**src/rtl/fsk_pkg.sv**
```systemverilog
// Shared FSK link definitions: receive FSM states, frame geometry and the
// Hamming(7,4) syndrome column for each codeword bit (same equations as encode).
package fsk_pkg;

    typedef enum logic [1:0] {
        ST_IDLE = 2'd0,
        ST_PRE1 = 2'd1,
        ST_PRE2 = 2'd2,
        ST_DATA = 2'd3
    } state_t;

    localparam logic [2:0] PREAMBLE = 3'b110;
    localparam int         CW_BITS  = 7;
    localparam logic [2:0] CNT_LAST = 3'(CW_BITS - 1);

    // Syndrome {s1,s2,s3} produced by a single error at each codeword bit.
    localparam logic [2:0] SYN_D3 = 3'b111;
    localparam logic [2:0] SYN_D2 = 3'b110;
    localparam logic [2:0] SYN_D1 = 3'b101;
    localparam logic [2:0] SYN_D0 = 3'b011;
    localparam logic [2:0] SYN_P1 = 3'b100;
    localparam logic [2:0] SYN_P2 = 3'b010;
    localparam logic [2:0] SYN_P3 = 3'b001;

    // Codeword layout MSB-first: {d3,d2,d1,d0,p1,p2,p3}.
    function automatic logic [2:0] syndrome(input logic [6:0] cw);
        return {cw[2] ^ cw[6] ^ cw[5] ^ cw[4],
                cw[1] ^ cw[6] ^ cw[5] ^ cw[3],
                cw[0] ^ cw[6] ^ cw[4] ^ cw[3]};
    endfunction

endpackage

```
**src/rtl/hamming74_correct.sv**
```systemverilog
// Combinational Hamming(7,4) single-error corrector: codeword in, corrected
// nibble and nonzero-syndrome flag out.
module hamming74_correct
    import fsk_pkg::*;
(
    input  logic [6:0] codeword,
    output logic [3:0] data,
    output logic       err
);

    logic [2:0] syn;

    always_comb begin
        syn  = syndrome(codeword);
        data = codeword[6:3];
        // Parity-only syndromes leave the nibble untouched.
        case (syn)
            SYN_D3:  data[3] = ~codeword[6];
            SYN_D2:  data[2] = ~codeword[5];
            SYN_D1:  data[1] = ~codeword[4];
            SYN_D0:  data[0] = ~codeword[3];
            default: data    = codeword[6:3];
        endcase
        err = (syn != 3'b000);
    end

endmodule

```
**src/rtl/decode.sv**
```systemverilog
// FSK receive framer: hunts for the 110 preamble, shifts in a 7-bit Hamming
// codeword and presents the corrected nibble with a one-cycle valid strobe.
module decode
    import fsk_pkg::*;
(
    input  logic       clk,
    input  logic       rst_n,
    input  logic       data_in,
    input  logic       decode_en,
    output logic [3:0] data_out,
    output logic       data_valid,
    output logic       err_flag
);

    state_t     state;
    logic [2:0] cnt;
    // Holds the first six codeword bits; the seventh is taken straight from
    // data_in so the result registers on the same edge that samples it.
    logic [5:0] shreg;
    logic [6:0] cw_next;
    logic [3:0] corr_data;
    logic       corr_err;

    assign cw_next = {shreg, data_in};

    hamming74_correct u_correct (
        .codeword (cw_next),
        .data     (corr_data),
        .err      (corr_err)
    );

    always_ff @(posedge clk or negedge rst_n) begin
        if (!rst_n) begin
            state      <= ST_IDLE;
            cnt        <= 3'd0;
            shreg      <= 6'd0;
            data_out   <= 4'h0;
            data_valid <= 1'b0;
            err_flag   <= 1'b0;
        end else begin
            data_valid <= 1'b0;
            case (state)
                ST_IDLE: begin
                    if (decode_en && (data_in == PREAMBLE[2]))
                        state <= ST_PRE1;
                end
                ST_PRE1: begin
                    if (decode_en && (data_in == PREAMBLE[1]))
                        state <= ST_PRE2;
                    else
                        state <= ST_IDLE;
                end
                ST_PRE2: begin
                    // A longer run of 1s just keeps us waiting for the 0.
                    if (!decode_en) begin
                        state <= ST_IDLE;
                    end else if (data_in == PREAMBLE[0]) begin
                        state <= ST_DATA;
                        cnt   <= 3'd0;
                    end
                end
                ST_DATA: begin
                    shreg <= cw_next[5:0];
                    if (cnt == CNT_LAST) begin
                        data_out   <= corr_data;
                        err_flag   <= corr_err;
                        data_valid <= 1'b1;
                        cnt        <= 3'd0;
                        state      <= ST_IDLE;
                    end else begin
                        cnt <= cnt + 3'd1;
                    end
                end
                default: state <= ST_IDLE;
            endcase
        end
    end

endmodule

```
**config.mk**
```make
export PLATFORM = sky130hd
export DESIGN_NAME = decode
export DESIGN_NICKNAME = d
export VERILOG_FILES = /design/src/rtl/fsk_pkg.sv /design/src/rtl/hamming74_correct.sv /design/src/rtl/decode.sv
export SDC_FILE = /design/constraint.sdc
export NUM_CORES = 1
export LEC_CHECK = 0
export ABC_AREA = 1
export ABC_CLOCK_PERIOD_IN_PS = 1200
export BUFFER_PORTS_ARGS = -buffer_cell sky130_fd_sc_hd__clkbuf_2
export CAP_MARGIN = 25
export CORE_ASPECT_RATIO = 1.5
export CORE_UTILIZATION = 52
export CTS_CLUSTER_SIZE = 25
export DETAILED_ROUTE_END_ITERATION = 10
export PLACE_DENSITY_LB_ADDON = 0.15
export SYNTH_ARGS = -nofsm -noshare
export SYNTH_HDL_FRONTEND = slang
export SYNTH_HIERARCHICAL = 1
export SYNTH_SLANG_ARGS = --single-unit
```
**constraint.sdc**
```tcl
create_clock -name clk -period 1.2 [get_ports clk]
set_input_delay 0.12 -clock clk [delete_from_list [all_inputs] [get_ports clk]]
set_output_delay 0.12 -clock clk [all_outputs]
set_load 0.01 [all_outputs]
```
-- Yosys cells after proc, flatten, opt, wreduce, memory -nomap -nowiden
Cells that the tools add are included.
- bits in latches: 0
- output and inout bits: 6
- bits in read-only memories: 0
- memories: 0
- register bits after elaboration: 17
- bits in writable memories: 0
- multipliers: 0
- reductions and logical operators: 7
- multiplexer cells: 16
- add/subtract/negate cells: 1
- shift-type cells: 0
- order comparisons: 0
- divide/modulo/power cells: 0
- bitwise logic cells: 13
- eq/ne operators: 13
- operators by type and width (kind ; number):
    3-bit == test (second input constant) ; 4
    2-bit two-way mux ; 5
    3-bit two-way mux ; 3
    1-bit bitwise XOR ; 9
    2-bit inequality test (second input constant) ; 4
    2-bit case mux with 4 select lines ; 1
    1-bit two-way mux ; 6
    3-bit case mux with 2 select lines ; 1
    3-bit AND reduction ; 2
    2-bit == test (second input constant) ; 2
    1-bit inverter ; 4
    3-bit by 1-bit adder with 3-bit output (second input constant) ; 1
    3-bit by 2-bit == test with 1-bit output (second input constant) ; 1
    3-bit inequality test (second input constant) ; 1
    3-bit nonzero test ; 1
    2-bit by 1-bit == test with 1-bit output (second input constant) ; 1
    2-bit zero test ; 1
    2-bit AND reduction ; 1
    2-bit nonzero test ; 1
    1-bit logical AND ; 1

-- Logic depth before layout (Yosys ltp)
- depth after elaboration: 5
- depth in mapped cells: 12

-- Modules after synthesis
Netlist, hierarchy kept.
- by module, submodules not included (module ; cells each ; area an instance (um^2) ; instances ; seq. area each (um^2)):
    decode ; 87 ; 747.0 ; 1 ; 425.4
    hamming74_correct ; 73 ; 334.1 ; 1 ; 0.0

-- Least setup slack after synthesis
OpenSTA, ideal clock, no wires.
- path type: register to register
- from: reg shreg[3]
- to: reg data_out[3]
- data required time: 1.083 ns
- setup time: 0.117 ns
- period minus slack after synthesis: 1.258 ns
- setup slack: -0.058 ns
- arrival: 1.141 ns
- cell stages (with the launch flop): 13
- cells stage by stage: dfrtp_1 -> nand2_1 -> inv_1 -> nor2_1 -> nand2_2 -> nand2_4 -> nand2_2 -> inv_2 -> nand2_1 -> nand2_1 -> nand2_1 -> nand2_1 -> nand2_1
- longest elaborated chain between the ends: 4
- RTL lines (element ; RTL line ; source):
    from (decl) ; decode.sv:19 ; logic [5:0] shreg;
    from (signal assigned) ; decode.sv:63 ; shreg <= cw_next[5:0];
    1-bit bitwise XOR (2 in series) ; fsk_pkg.sv:29 ; cw[0] ^ cw[6] ^ cw[4] ^ cw[3]};
    3-bit == test * ; hamming74_correct.sv:17 ; case (syn)
    1-bit two-way mux * ; hamming74_correct.sv:17 ;
    via corr_data[3] ; decode.sv:21 ; logic [3:0] corr_data;
    to (signal assigned) ; decode.sv:65 ; data_out <= corr_data;
    to (decl) ; decode.sv:10 ; output logic [3:0] data_out,
The timed path passes the listed nets; every way through them passes the cells marked *.
A chain may end at the register's enable or synchronous reset.

-- Worst setup path after layout
- from: reg shreg[2]
- to: reg data_out[2]
- longest elaborated chain between the ends: 3
- RTL lines (element ; RTL line):
    1-bit bitwise XOR, on equally long branches ; fsk_pkg.sv:29, fsk_pkg.sv:28
    3-bit == test * ; hamming74_correct.sv:17
    1-bit two-way mux * ; hamming74_correct.sv:17
    via corr_data[2] ; decode.sv:21
Marks and branches as above.

==> results by stage <==
Outcome:
- The flow ran to the end, but the final reports show violations.
- The final reports fail on negative setup slack.

Setup path:
- The arrival time of data at the critical path endpoint is ~1.6 ns.
- The critical path goes through buf_4 -> nand2_2 -> nand2_2 -> nand2_1 -> nand2_2 -> nor2_4 -> nand2_1 -> nand2_1 -> nand2_1 -> nand2_1 -> nand2_1.
- For the worst flop-to-flop path, the logic depth is 11.
- The type of origin of the critical path is a flop.
- The capture point of the worst reg-to-reg path is data_out[2]$_DFFE_PN0P_.
- The number of buffers and inverters on the critical path is 1.
- Setup slack on the worst reg-to-reg path comes out at -0.21 ns.
- The endpoint required time on the critical path is 1.39 ns.
- Counting buffers and inverters, the worst setup path is 11 cells deep.
- In this design, the stage delay of the slowest critical-path cell is approximately 0.46 ns.
- The gate family responsible for the most delay along the worst path is simple AND/OR/NAND/NOR gates.
- Of all nets on the critical path, the largest fanout is 5.
- The reg-to-reg startpoint is shreg[2]$_DFFE_PN0N_.
- The capturing element type of the critical path is a flop.
- The most critical setup path has its startpoint at shreg[2]$_DFFE_PN0N_.
- By instance count, the cell type seen most on the critical path is sky130_fd_sc_hd__nand2_1.
- In this run the worst setup path terminates at data_out[2]$_DFFE_PN0P_.
- The slowest stage of the critical path belongs to the cell sky130_fd_sc_hd__dfrtp_2.
- The critical path in this run is classified as flop to flop.

Yosys:
- The area share of the leading cell type in the synthesized netlist is 0.394.
- The fraction of the mapped netlist area in compound gates was 0.0370.
- The area share of xor/xnor cells in the synthesized design is 0.
- After synthesis, the most frequently instantiated cells are sky130_fd_sc_hd__nand2_1 (78), sky130_fd_sc_hd__dfrtp_1 (17), sky130_fd_sc_hd__nand3_1 (16).
- Counting every net in the synthesized netlist gives 164.
- The area share of fa/ha/maj cells after synthesis is 0.
- Yosys attributes the largest share of cell area to sky130_fd_sc_hd__dfrtp_1 (39%), sky130_fd_sc_hd__nand2_1 (27%), sky130_fd_sc_hd__nand3_1 (7.4%), sky130_fd_sc_hd__nand2_2 (5.8%), sky130_fd_sc_hd__inv_1 (4.5%).
- Measured against the total synthesized area, the mux share comes to 0.
- The sequential area share after synthesis is 0.394.
- Of all flip-flops after synthesis, the portion carrying an async set or reset was 1.00.
- The cell with the most instances after synthesis is sky130_fd_sc_hd__nand2_1.
- The dominant synthesized flop cell is sky130_fd_sc_hd__dfrtp_1.
- The number of warnings printed during yosys synthesis is 6.
- The distinct cell type count of the synthesized netlist is 16.
- The synthesized design contains 17 register bits.
- The cell type with the highest aggregate area in the netlist is sky130_fd_sc_hd__dfrtp_1.
- The synthesized netlist cell count is 160.
- The combinational family with the most area after synthesis is simple AND/OR/NAND/NOR gates.
- The synthesized area is 1080 sq um.
- The number of synthesized flops with an enable pin is 0.
- The basic-gate share of the synthesized area counting and, or, nand and nor cells is 0.495.
- Averaged over all synthesized cells, the footprint is 6.76 sq um.

Place:
- Port buffering added 9 buffers.
- The detailed placer's ending HPWL is 1.91 mm.
- The minimum setup slack after placement is -0.163 ns.
- The final weighted congestion of routability-driven global placement is approximately 0.9.
- After detailed placement, the design holds a cell count of approximately 200.

Global routing:
- The pin count of the biggest net entering global routing is 18.
- The most utilized layer in the global route result is met2.
- The met3 track utilization from global routing is 0.0345.
- For met1 alone, demand over resource in global routing was 0.297.
- The initial antenna violation count is 0.
- The number of global-route vias before repair was 1101.
- The all-layer global routing usage is 0.285.
- The global-route wire length before repair is about 4.5 mm.
- The sum of overflow across all layers after global routing is 0.
- The met2 demand-to-capacity share in global routing is 0.526.

Timing:
- Timing would allow up to 710 MHz.
- The final number of hold-violating endpoints is 0.
- After layout, the minimum clock period comes to 1.41 ns.
- The number of slew-limit violations in the final report is 0.
- The final setup slack of the worst path is -0.208 ns.
- Clock skew on the completed layout was measured at 0.00479 ns.
- The setup total negative slack is -0.830 ns.
- The worst max-slew margin expressed relative to the limit is 0.698.
- Setup repair after global routing could not meet its margin everywhere.
- In the finished design, the share of the clock period the worst path needs comes to 1.17.
- The count of endpoints failing setup in the final report is 5.
- The slew at the pin with the worst max-slew slack is 0.454 ns.

Layout:
- Across the whole layout, storage elements account for around 430 sq um.
- The final layout contains 202 nets.
- The antenna diode count is 0.
- The fill cell total of the finished layout is 144.
- The area of the multi-input gates is between 600 and 700 sq um.
- Of the cells placed in the final design, the portion with a size suffix greater than 1 is 0.406.
- The final instance count without filler cells is 218.
- Compared with the post-synthesis result, the final layout area differs by 32.2%.

Floorplanning:
- The vertical die dimension is 57.8 microns.
- The starting density of the core is 0.568.
- In this run the count of I/O pins placed on the die edge is 10.
- The floorplan die area is 2270 sq um.
- After floorplanning, the core was divided into 19 placement rows.
- The core region is around 1900 sq um.
- The floorplan step set the die width to 39.2 microns.

Clocking:
- The total clock buffers created by CTS is 3.
- The clock sink total is 17.
- The clock slew seen by the registers of the worst setup and hold paths is 0.10 ns.
- TritonCTS built the clock tree.
- The clock latency of the later-clocked register in the worst-skew pair is ~0.28 ns.
- The tree is rooted in a sky130_fd_sc_hd__clkbuf_4.
- In this run the number of H-tree levels came out at 1.
- The buffer levels on the longest clock path is 2.

Hold path:
- The type of the tightest min-delay check is input port to flop.

Detailed routing:
- The number of DRC markers after the initial detailed-route iteration is 52.
- The via count of the routed design is roughly 1100.
- The number of antenna-violating nets in the routed design is 0.
- The mean routed wirelength per cell is 13.4 microns.
- The total iterations of the first detailed-routing run is 4.
- The final routed DRC violation total is 0.
- The vias per cell is 5.26.
- After detailed routing, the total wire length is 2.92 mm.

Pwr:
- The worst ir drop on vdd is 1380 uV.
- The cell leakage power is 0.781 nW.
- The power density normalized to cell area is 2490 nW/um^2.

Flow run:
- Max-cap violations in this run came to 0.
registers in the layout, summed over array words and instances (netlist names):
| register | flops |
|---|---|
| data_valid | 1 |
| data_out | 4 |
| cnt | 3 |
| err_flag | 1 |
| shreg | 6 |
| state | 2 |
tightest hold or removal path, cell delays in order:
cell and delay, ns:
sky130_fd_sc_hd__clkbuf_2 0.11, sky130_fd_sc_hd__nand2_1 0.05, sky130_fd_sc_hd__nand3_1 0.08
logic make-up (layout without fill, tap and decap cells):
kind of cell           Yosys count  after routing
DFF                             17             17
buffers and inverters           18             55
and+or+nand+nor                117            117
AOI/OAI and AO/OA                8              8
stage by stage:
step	instance area [sq um]	power [mW]	utilization	hold slack (ns)
floorplan	1080	2.16	-	-0.176
global placement	1250	2.67	0.659	0.0787
detailed placement	1250	2.74	0.659	0.0874
CTS	1360	3.27	0.716	0.109
global route	1430	3.84	0.751	0.112
finish	1430	3.56	0.751	0.108
placed cells by master (no fill, tap or decap), drive strengths merged:
| master | instances |
|---|---|
| a21oi | 2 |
| nand4 | 1 |
| clkbuf | 13 |
| dfrtp | 17 |
| o21ai | 6 |
| nand2 | 90 |
| dlygate4sd3 | 1 |
| nor2 | 7 |
| nand3 | 19 |
| inv | 17 |
| buf | 24 |
routing by layer:
metal	part of all wire	wire length [microns]
met5	0	0
met1	0.38	1120
met2	0.57	1670
met4	0.030	89
met3	0.016	48
report_power, final:
part | internal, mW | switching, mW
sequential | 0.751 | 0.258
combinational | 0.977 | 1.28
clock | 0.129 | 0.169
what timing repair did:
action | in CTS | in global routing
hold buffers | 1 | 0
endpoints found under the hold margin | 17 | 0
endpoints found under the setup margin | 5 | 5
setup buffers | 6 | 3
gates resized for setup | 13 | 17
cloned | 0 | 0
pin swaps | 10 | 11
worst min-delay path by stage:
| stage | startpoint | to | slack, ns | depth (start not counted) |
|---|---|---|---|---|
| detailed placement | rst_n | shreg[2]$_DFFE_PN0N_ | 0.09 | 1 |
| CTS | decode_en | state[1]$_DFFE_PN0P_ | 0.11 | 3 |
| finish | decode_en | state[1]$_DFFE_PN0P_ | 0.11 | 3 |
| global placement | rst_n | shreg[2]$_DFFE_PN0N_ | 0.08 | 1 |
| floorplan | rst_n | cnt[0]$_DFFE_PN0P_ | -0.18 | 0 |
| global route | decode_en | state[1]$_DFFE_PN0P_ | 0.11 | 3 |
area by class of cell:
type | instances | share of cell area
multi-input cells | 125 | 0.443
repair buffers | 34 | 0.170
well taps | 21 | 0.0184
clock buffers | 4 | 0.0184
inverters | 17 | 0.0499
flip-flops and latches | 17 | 0.300
Power figures use the tool's default switching activity.
